==> config.mk <==
export PLATFORM = sky130hd
export DESIGN_NAME = fetch_unit
export DESIGN_NICKNAME = d
export VERILOG_FILES = /design/src/rtl/fetch_unit.sv
export SDC_FILE = /design/constraint.sdc
export NUM_CORES = 1
export LEC_CHECK = 0
export BUFFER_PORTS_ARGS = -buffer_cell sky130_fd_sc_hd__buf_4
export CORE_UTILIZATION = 50
export CTS_CLUSTER_DIAMETER = 120
export CTS_CLUSTER_SIZE = 16
export DETAILED_ROUTE_END_ITERATION = 12
export PLACE_DENSITY = 0.75
export SYNTH_ARGS = -nofsm -noshare
export SYNTH_HDL_FRONTEND = slang
export SYNTH_SLANG_ARGS = --single-unit
export TNS_END_PERCENT = 1
==> constraint.sdc <==
create_clock -name clk -period 3.6 [get_ports clk]
set_input_delay 0.54 -clock clk [delete_from_list [all_inputs] [get_ports clk]]
set_output_delay 0.54 -clock clk [all_outputs]
set_load 0.01 [all_outputs]
==> src/rtl/fetch_unit.sv <==
// Instruction fetch stage: PC register, IF/ID pipeline register, branch redirect
// and a sticky fault state for misaligned branch targets.
module fetch_unit #(
    parameter logic [31:0] RESET_PC = 32'h0000_0000,
    parameter int          CNT_W    = 16
) (
    input  logic             clk,
    input  logic             rst_n,
    input  logic             stall,
    input  logic             branch_taken,
    input  logic [31:0]      branch_target,
    output logic [31:0]      imem_addr,
    output logic             imem_en,
    input  logic [31:0]      imem_data,
    output logic [31:0]      ifid_instr,
    output logic [31:0]      ifid_pc4,
    output logic             ifid_valid,
    output logic             fault,
    output logic [CNT_W-1:0] fetch_cnt
);

    typedef enum logic [1:0] {BOOT, RUN, FLT} state_e;

    state_e           state_q;
    logic [31:0]      pc_q;
    logic [31:0]      instr_q;
    logic [31:0]      pc4_q;
    logic             valid_q;
    logic             fault_q;
    logic             en_q;
    logic [CNT_W-1:0] cnt_q;

    logic [31:0]      pc_d;
    logic [CNT_W-1:0] cnt_d;

    // PC+4 wraps naturally at 2^32; the counter saturates instead of wrapping.
    assign pc_d  = pc_q + 32'd4;
    assign cnt_d = (&cnt_q) ? cnt_q : cnt_q + 1'b1;

    always_ff @(posedge clk) begin
        if (!rst_n) begin
            state_q <= BOOT;
            pc_q    <= {RESET_PC[31:2], 2'b00};
            instr_q <= '0;
            pc4_q   <= '0;
            valid_q <= 1'b0;
            fault_q <= 1'b0;
            en_q    <= 1'b1;
            cnt_q   <= '0;
        end else begin
            case (state_q)
                BOOT: state_q <= RUN;
                RUN: begin
                    // A redirect wins over stall and squashes the wrong-path fetch.
                    if (branch_taken) begin
                        valid_q <= 1'b0;
                        if (branch_target[1:0] == 2'b00) begin
                            pc_q <= branch_target;
                        end else begin
                            state_q <= FLT;
                            fault_q <= 1'b1;
                            en_q    <= 1'b0;
                        end
                    end else if (!stall) begin
                        instr_q <= imem_data;
                        pc4_q   <= pc_d;
                        valid_q <= 1'b1;
                        pc_q    <= pc_d;
                        cnt_q   <= cnt_d;
                    end
                end
                FLT: valid_q <= 1'b0;
                default: begin
                    state_q <= BOOT;
                    valid_q <= 1'b0;
                end
            endcase
        end
    end

    assign imem_addr  = pc_q;
    assign imem_en    = en_q;
    assign ifid_instr = instr_q;
    assign ifid_pc4   = pc4_q;
    assign ifid_valid = valid_q;
    assign fault      = fault_q;
    assign fetch_cnt  = cnt_q;

endmodule

# After elaboration in Yosys (flattened, before gate mapping)
# Cells that the tools add are included.
# W data, S select, Z words.
[classes]
n_addsub = 2
eq_ne = 7
mux = 9
bitwise_logic = 6
n_reduce_logical = 9
[ops]
columns = ["operator", "n"]
rows = [
  ["$mux W32", 3],
  ["$add A32 B3 Y32 const B", 1],
  ["$add A16 B1 Y16 const B", 1],
  ["$reduce_and A16 Y1", 1],
  ["$reduce_and A3 Y1", 4],
  ["$not A1 Y1", 6],
  ["$pmux W2 S3", 1],
  ["$logic_not A2 Y1", 2],
  ["$mux W2", 2],
  ["$ne A2 B1 Y1 const B", 2],
  ["$ne A2 B2 Y1 const B", 2],
  ["$reduce_and A4 Y1", 1],
  ["$ne A3 B3 Y1 const B", 1],
  ["$eq A2 B1 Y1 const B", 1],
  ["$eq A2 B2 Y1 const B", 1],
  ["$mux W1", 2],
  ["$pmux W1 S2", 1],
  ["$reduce_and A2 Y1", 1],
]
[totals]
ff_bits = 117
in_bits = 68
output_inout_bits = 115
word_cells = 41

# Longest topological paths before layout
# Gate-level depths: netlist (run 1).
[logic_depth]
depth_word = 4
mapped_depth = 7
ltp_nobuf = 6

# Worst setup path after synthesis (run 1)
# No wires, ideal clock.
[synth_path]
kind = "reg-to-reg"
start = "reg pc_q[2], in the netlist imem_addr[2]"
end = "reg pc_q[24], in the netlist imem_addr[24]"
setup_ns = 0.133
arrival_ns = 1.928
required_time_ns = 3.467
setup_slack_ns = 1.540
stages_incl_launch_ff = 8
path_buffers = 1
period_less_slack_ns = 2.060
path_cell_list = "dfxtp_1 ha_1 nand3_4 or3_1 buf_2 nor4_4 mux2i_1 a31oi_1"
[synth_between]
elab_chain_cells = 3
[synth_lines]
columns = ["element", "line", "source"]
rows = [
  ["start, declared", "25", "logic [31:0] pc_q;"],
  ["start signal, assigned", "43", "pc_q <= {RESET_PC[31:2], 2'b00};"],
  ["start signal, assigned", "58", "pc_q <= branch_target;"],
  ["start signal, assigned", "68", "pc_q <= pc_d;"],
  ["$add A32 B3 Y32", "37", "assign pc_d = pc_q + 32'd4;"],
  ["$mux W32", "64", "end else if (!stall) begin"],
  ["$mux W32", "55", "if (branch_taken) begin"],
]
# Every way passes these cells. The select of a mux whose other input is x is not followed.
# A chain may end at the register's enable or synchronous reset.

# Final worst setup path (run 1)
[layout_path]
start = "reg state_q[0]"
end = "reg cnt_q[7], in the netlist fetch_cnt[7]"
[layout_between]
elab_chain_cells = 2
[layout_lines]
columns = ["element", "line", "source"]
rows = [
  ["start, declared", "24", "state_e state_q;"],
  ["start signal, assigned", "42", "state_q <= BOOT;"],
  ["start signal, assigned", "52", "BOOT: state_q <= RUN;"],
  ["start signal, assigned", "60", "state_q <= FLT;"],
  ["$eq A2 B1 Y1", "51", "case (state_q)"],
  ["$reduce_and A4 Y1 (no source line)", "--", ""],
  ["end signal, assigned", "69", "cnt_q <= cnt_d;"],
  ["end, declared", "31", "logic [CNT_W-1:0] cnt_q;"],
]
# Every way passes these cells.

==> flow_summary.ini, run 1 <==
[global_routing]
grt_antenna_before_repair = 0
grt_max_degree = 62
grt_pass1_wl_um = 25500
grt_overflow = 0
track_usage_pct = 28.6
first_global_vias = 5249

[routing]
totalWireLength_um = 15700
first_pass_iters = 5
drc = 0
wl_met3_um = 1110
drtAntennaViolNets = 0
vias = 5579
met2WireLength_um = 7650
drt-met1-wl_um = 6770
wire_per_inst_um = 16.0
top_layer = met4
routed_via_density = 5.66
drt_iter0_drc = 434

[setup_path]
crit_type = reg -> reg
crit_path_max_incr_delay_ps = 770
critical_path_required_ps = 3970
cp_cell_sequence = or4b_4, nor3_1, nand3_1, xor2_1, nor2_1
crit_slowest_cell = or4b_4
path_delay_family = simple AND/OR/NAND/NOR gates
path_buf_inv = 0
end_kind = register
start_kind = register
cp.arrival_ps = 2830
cp_max_fo = 48

[timing]
worst_slew_pin_slew_ps = 836
fmax_mhz = 408
timing.final.crit_period_ps = 2450
rsz0062_at_grt = false
setup_violations = 0
slew_viol_final = 0
whs_ps = 268
skew_ps = 8.61
period_share_pct = 68.1
report.final.hold_viol_count = 0
finalSetupTns_ps = 0
relSlewSlack_pct = 44.3

[logic_synthesis]
synthAdderAreaFrac_pct = 0.461
synth-compound-area-share_pct = 18.8
yosysWarnings = 0
ys_seq_area_share_pct = 43.2
synth-main-ff-cell = dfxtp_1
synth.distinct_cells = 58
syn_area_um2 = 5420
synth_top_family_by_area = simple AND/OR/NAND/NOR gates
async_flop_share_pct = 0
synth_edf_count = 0
syn_nets = 752
synth_area_per_cell_um2 = 7.95
synth_seq_cells = 117
yosys.area_share.simple_pct = 25.7
synth_xor_xnor_area_share_pct = 5.65
synthCells = 682
synthMuxAreaShare_pct = 1.66

[clock_tree]
path_clk_slew_ps = 60
cts.sinks = 117
cts_setup_buffers = 0
cts_tree = yes
cts_buffer_depth = 2
htreeDepth = 4
insertion_delay_ps = 520
postCtsResizedCells = 0
cts-hold-fix-buffers = 0
cts_buffers = 17
cts_root_buffer = clkbuf_8

[power]
power_density_nw_per_um2 = 456
power_leakage_nw = 3.02
vdd_drop_max_uv = 262

[floorplanning]
std_cell_rows = 37
core_um2 = 10400
die_h_um = 106
die_area_um2 = 11300
io_pins = 183
die_w_um = 106
start_util_pct = 52.1

[placed_design]
portBuffers = 182
routabilityCongestion = 0.835
dp_hpwl_um = 10700

[final_layout]
drive_gt1_share_pct = 27.9
area_growth_pct = 36.2
final_nets = 906
fin_util_pct = 70.9
diodes = 0

[status]
status = complete, no violations

[run]
maxCapViolations = 0

[min_path]
hp-class = in -> reg
## Yosys cell counts (6+ instances only)
master / count / area share [%]
clkbuf_1: 37 / 2.6
buf_1: 7 / 0.48
nor3_2: 6 / 1.1
a31oi_1: 6 / 0.69
nor3_1: 10 / 0.92
and3_1: 16 / 1.8
a21oi_1: 72 / 6.6
dfxtp_1: 117 / 43
nand3_1: 26 / 2.4
nor2_1: 65 / 4.5
mux2i_1: 9 / 1.7
xor2_1: 20 / 3.2
inv_1: 8 / 0.55
o21ai_0: 43 / 4.0
a211oi_1: 10 / 1.4
nand2_1: 114 / 7.9
xnor2_1: 15 / 2.4
nand4_1: 15 / 1.7
## power by group
| part | internal [W] | switching [W] |
|---|---|---|
| combinational | 0.000162 | 0.000177 |
| clock | 0.00101 | 0.000628 |
| sequential | 0.00134 | 0.0000511 |
## worst paths after layout
check,from,to,slack (ps),cells after the start
worst max register to register,state_q[0]$_SDFFE_PN0P_,fetch_cnt[7]$_SDFFE_PN0P_,1150,5
worst min-delay path,imem_data[12],ifid_instr[12]$_SDFFE_PN0P_,270,3
worst max-delay path,state_q[0]$_SDFFE_PN0P_,fetch_cnt[7]$_SDFFE_PN0P_,1150,5
worst min register to register,ifid_instr[12]$_SDFFE_PN0P_,ifid_instr[12]$_SDFFE_PN0P_,460,2
## logic make-up after synthesis
group	after synthesis
compound gates	171
fa+ha+maj	2
flops	117
mux	9
buf+inv	61
simple gates	287
xor+xnor	35
## per-layer routing
layer | vias to the layer above | global-route usage (%)
li1 | 2710 | -
met1 | 2626 | 36.9
met2 | 220 | 47.2
met3 | 23 | 6.68
met4 | 0 | 8.83
met5 | - | 0
## worst register-to-register path, cell delays in order, from the launching register on
cell     delay, ps
dfxtp_1        420
or4b_4         770
nor3_1         680
nand3_1        190
xor2_1         200
nor2_1          60
## registers in the layout, indices dropped and copies added, names as in the netlist
register / cells
ifid_valid: 1
ifid_instr: 32
imem_addr: 32
state_q: 2
imem_en: 1
ifid_pc4: 32
fault: 1
fetch_cnt: 16
## metrics by stage
step                      worst slack [ps]  total power (W)  area, um^2  std cells
after global routing                   926          0.00349        7390        985
after floorplan                       1540          0.00158        5420        682
after detailed placement               705          0.00176        6810        953
final                                 1150          0.00337        7390        985
after CTS                             1170          0.00338        7390        985
after global placement                 820          0.00175        6810        953
## cell usage in the layout (no fill, tap or decap), drive strengths merged, types with 4 or more instances in the layout
master	synthesis	routed
buf	14	187
dfxtp	117	117
nand2	114	114
a21oi	72	72
nor2	65	65
o21ai	44	44
nand3	28	28
xor2	20	20
clkbuf	38	18
and3	16	16
nor3	16	16
nand4	15	15
xnor2	15	15
inv	8	11
a211oi	10	10
mux2i	9	9
nor4	8	8
a31oi	6	6
clkinv	1	6
o22ai	5	5
a22oi	5	5
a22o	5	5
and4	4	4
a32o	4	4
clkinvlp	0	4
## final cells by class
type	count	area, um^2
Clock buffer	18	428
Clock inverter	14	153
Fill cell	847	3030
Inverter	9	33.8
Multi-Input combinational cell	504	2840
Sequential cell	117	2340
Tap cell	136	170
Timing Repair Buffer	187	1420
No activity file was read; power rests on OpenSTA's default activity.
==> run 2, diff against run 1 <==
--- a/config.mk
+++ b/config.mk
@@ -5,6 +5,7 @@
 export SDC_FILE = /design/constraint.sdc
 export NUM_CORES = 1
 export LEC_CHECK = 0
+export ABC_AREA = 1
 export BUFFER_PORTS_ARGS = -buffer_cell sky130_fd_sc_hd__buf_4
 export CORE_UTILIZATION = 50
 export CTS_CLUSTER_DIAMETER = 120
==> constraint.sdc (replaced) <==
create_clock -name clk -period 2.3 [get_ports clk]
set_input_delay 0.345 -clock clk [delete_from_list [all_inputs] [get_ports clk]]
set_output_delay 0.345 -clock clk [all_outputs]
set_load 0.01 [all_outputs]
==> flow_summary.ini, run 2 <==
[timing]
period_share_pct = 79.6
fmax_mhz = 546
report.final.hold_viol_count = 0
rsz0062_at_grt = false
worst_slew_pin_slew_ps = 666
setup_violations = 0
finalSetupTns_ps = 0
timing.final.crit_period_ps = 1830
skew_ps = 5.87
relSlewSlack_pct = 55.6
slew_viol_final = 0

[final_layout]
final_nets = 1047
multi_input_area_um2 = 2790
mostFrequentLayoutCell = buf_4
fin_area_um2 = 7560
area_growth_pct = 36.1
drive_gt1_share_pct = 24.2
final_cells = 1129
mostFrequentLayoutCells = buf_4, nor2_1, nand2_1
diodes = 0
fin_util_pct = 69.7
register_area_um2 = 2340
fill_cells = 962

[setup_path]
timing.rr.start = imem_addr[2]$_SDFFE_PN0P_
start_kind = register
rr_worst_depth = 10
cp.arrival_ps = 2240
end_kind = register
cp_max_fo = 7
crit_type = reg -> reg
r2r_setup_slack_ps = 470
r2r-end = ifid_pc4[20]$_SDFFE_PN0P_
critical_path_required_ps = 2710

[global_routing]
first_global_vias = 5242
grt_antenna_before_repair = 0
grt_max_degree = 80
grt_overflow = 0
grt_pass1_wl_um = 25500
track_usage_pct = 28.4

[min_path]
hold_path.startpoint = imem_data[26]
worstHoldPathCells = 3
whs_endpoint = ifid_instr[26]$_SDFFE_PN0P_
hp-class = in -> reg

[logic_synthesis]
synthCells = 810
synth_area_leaders = dfxtp_1, nor2_1, nand2_1
synth_seq_cells = 117
async_flop_share_pct = 0
netlist_top_cells_count = nor2_1, nand2_1, dfxtp_1, o21ai_0, a21oi_1
yosysTopAreaCellShare_pct = 42.2
synth-main-ff-cell = dfxtp_1
yosysWarnings = 0
syn_nets = 880
synth_top_cell_by_area = dfxtp_1
synth_area_per_cell_um2 = 6.86
ys_seq_area_share_pct = 42.2
syn_area_um2 = 5550
synth_edf_count = 0
yosysMostFrequentCell = nor2_1
synth.distinct_cells = 33

[routing]
vias = 5897
routed_via_density = 5.22
drt_iter0_drc = 446
drc = 0
totalWireLength_um = 16200
wire_per_inst_um = 14.4
drtAntennaViolNets = 0
first_pass_iters = 7

[placed_design]
dp_cells = 1098
dpl_cell_area_um2 = 6990
dp_hpwl_um = 11100
portBuffers = 182
routabilityCongestion = 0.885

[floorplanning]
core_um2 = 10800
die_area_um2 = 11500
std_cell_rows = 38
start_util_pct = 51.2
die_w_um = 107
die_h_um = 107
io_pins = 183

[clock_tree]
path_clk_slew_ps = 60
htreeDepth = 4
postCtsResizedCells = 0
cts_setup_buffers = 0
cts.sinks = 117
cts_buffer_depth = 2
cts_buffers = 17
cts-hold-fix-buffers = 0
cts_tree = yes
cts_root_buffer = clkbuf_8
insertion_delay_ps = 510

[status]
status = complete, no violations

[run]
maxCapViolations = 0

[power]
power_density_nw_per_um2 = 728
power_leakage_nw = 3.61
vdd_drop_max_uv = 776
total_power_w = 0.00551
## run 2: cell types whose count changed after synthesis, sizes merged, moves of 16 or more
cell | previous run | this run
and3 | 16 | 0
nor2 | 65 | 176
inv | 8 | 62
nand2 | 114 | 163
o21ai | 44 | 95
## run 2: worst max-delay path, cell delays in order (launching register included)
cell and delay, ps:
dfxtp_1 390, ha_1 210, nand2_1 90, nor2_4 140
nand2_1 160, nor2_2 310, nand2_1 100, nand2_1 80
nand2_1 60, o21ai_0 140, inv_1 50
## run 2: worst max-delay path by stage
stage	startpoint	endpoint	slack [ps]	depth (start not counted)
after floorplan	fetch_cnt[0]$_SDFFE_PN0P_	fetch_cnt[11]$_SDFFE_PN0P_	650	10
after global placement	imem_addr[2]$_SDFFE_PN0P_	ifid_pc4[20]$_SDFFE_PN0P_	560	10
after detailed placement	imem_addr[2]$_SDFFE_PN0P_	ifid_pc4[20]$_SDFFE_PN0P_	480	10
after CTS	imem_addr[2]$_SDFFE_PN0P_	ifid_pc4[20]$_SDFFE_PN0P_	450	10
after global routing	imem_addr[2]$_SDFFE_PN0P_	ifid_pc4[24]$_SDFFE_PN0P_	280	10
final	imem_addr[2]$_SDFFE_PN0P_	ifid_pc4[20]$_SDFFE_PN0P_	470	10
## run 2: layer usage
| metal | up-vias | share of wire, % | track usage (%) |
|---|---|---|---|
| met5 | - | 0 | 0 |
| met2 | 218 | 47 | 46.1 |
| met4 | 0 | 2.8 | 11.4 |
| met1 | 2709 | 44 | 36.1 |
| met3 | 37 | 6.5 | 7.20 |
| li1 | 2933 | - | - |
## run 2: cell families after synthesis
logic type / synth area share [%]
simple gates: 30.1
xor+xnor: 3.63
buf+inv: 7.66
fa+ha+maj: 0.450
flops: 42.2
compound gates: 15.9
## run 2: report_power, final
group	switching (W)	total (W)	internal, W
registers	0.000107	0.00225	0.00214
clock network	0.000916	0.00258	0.00166
logic	0.000366	0.000679	0.000313
## run 2: cell type report
| type | count | share of cell area (%) |
|---|---|---|
| clock buffer | 21 | 5.81 |
| clock inverter | 10 | 1.74 |
| inverter | 63 | 3.13 |
| multi-input combinational | 589 | 36.9 |
| sequential | 117 | 31.0 |
| tap | 140 | 2.32 |
| timing repair buffer | 189 | 19.1 |
## run 2: metrics by stage
step	hold WS, ps	worst slack [ps]
floorplan	439	652
global placement	432	560
detailed placement	436	484
CTS	36.6	455
global route	40.3	276
finish	52.0	468
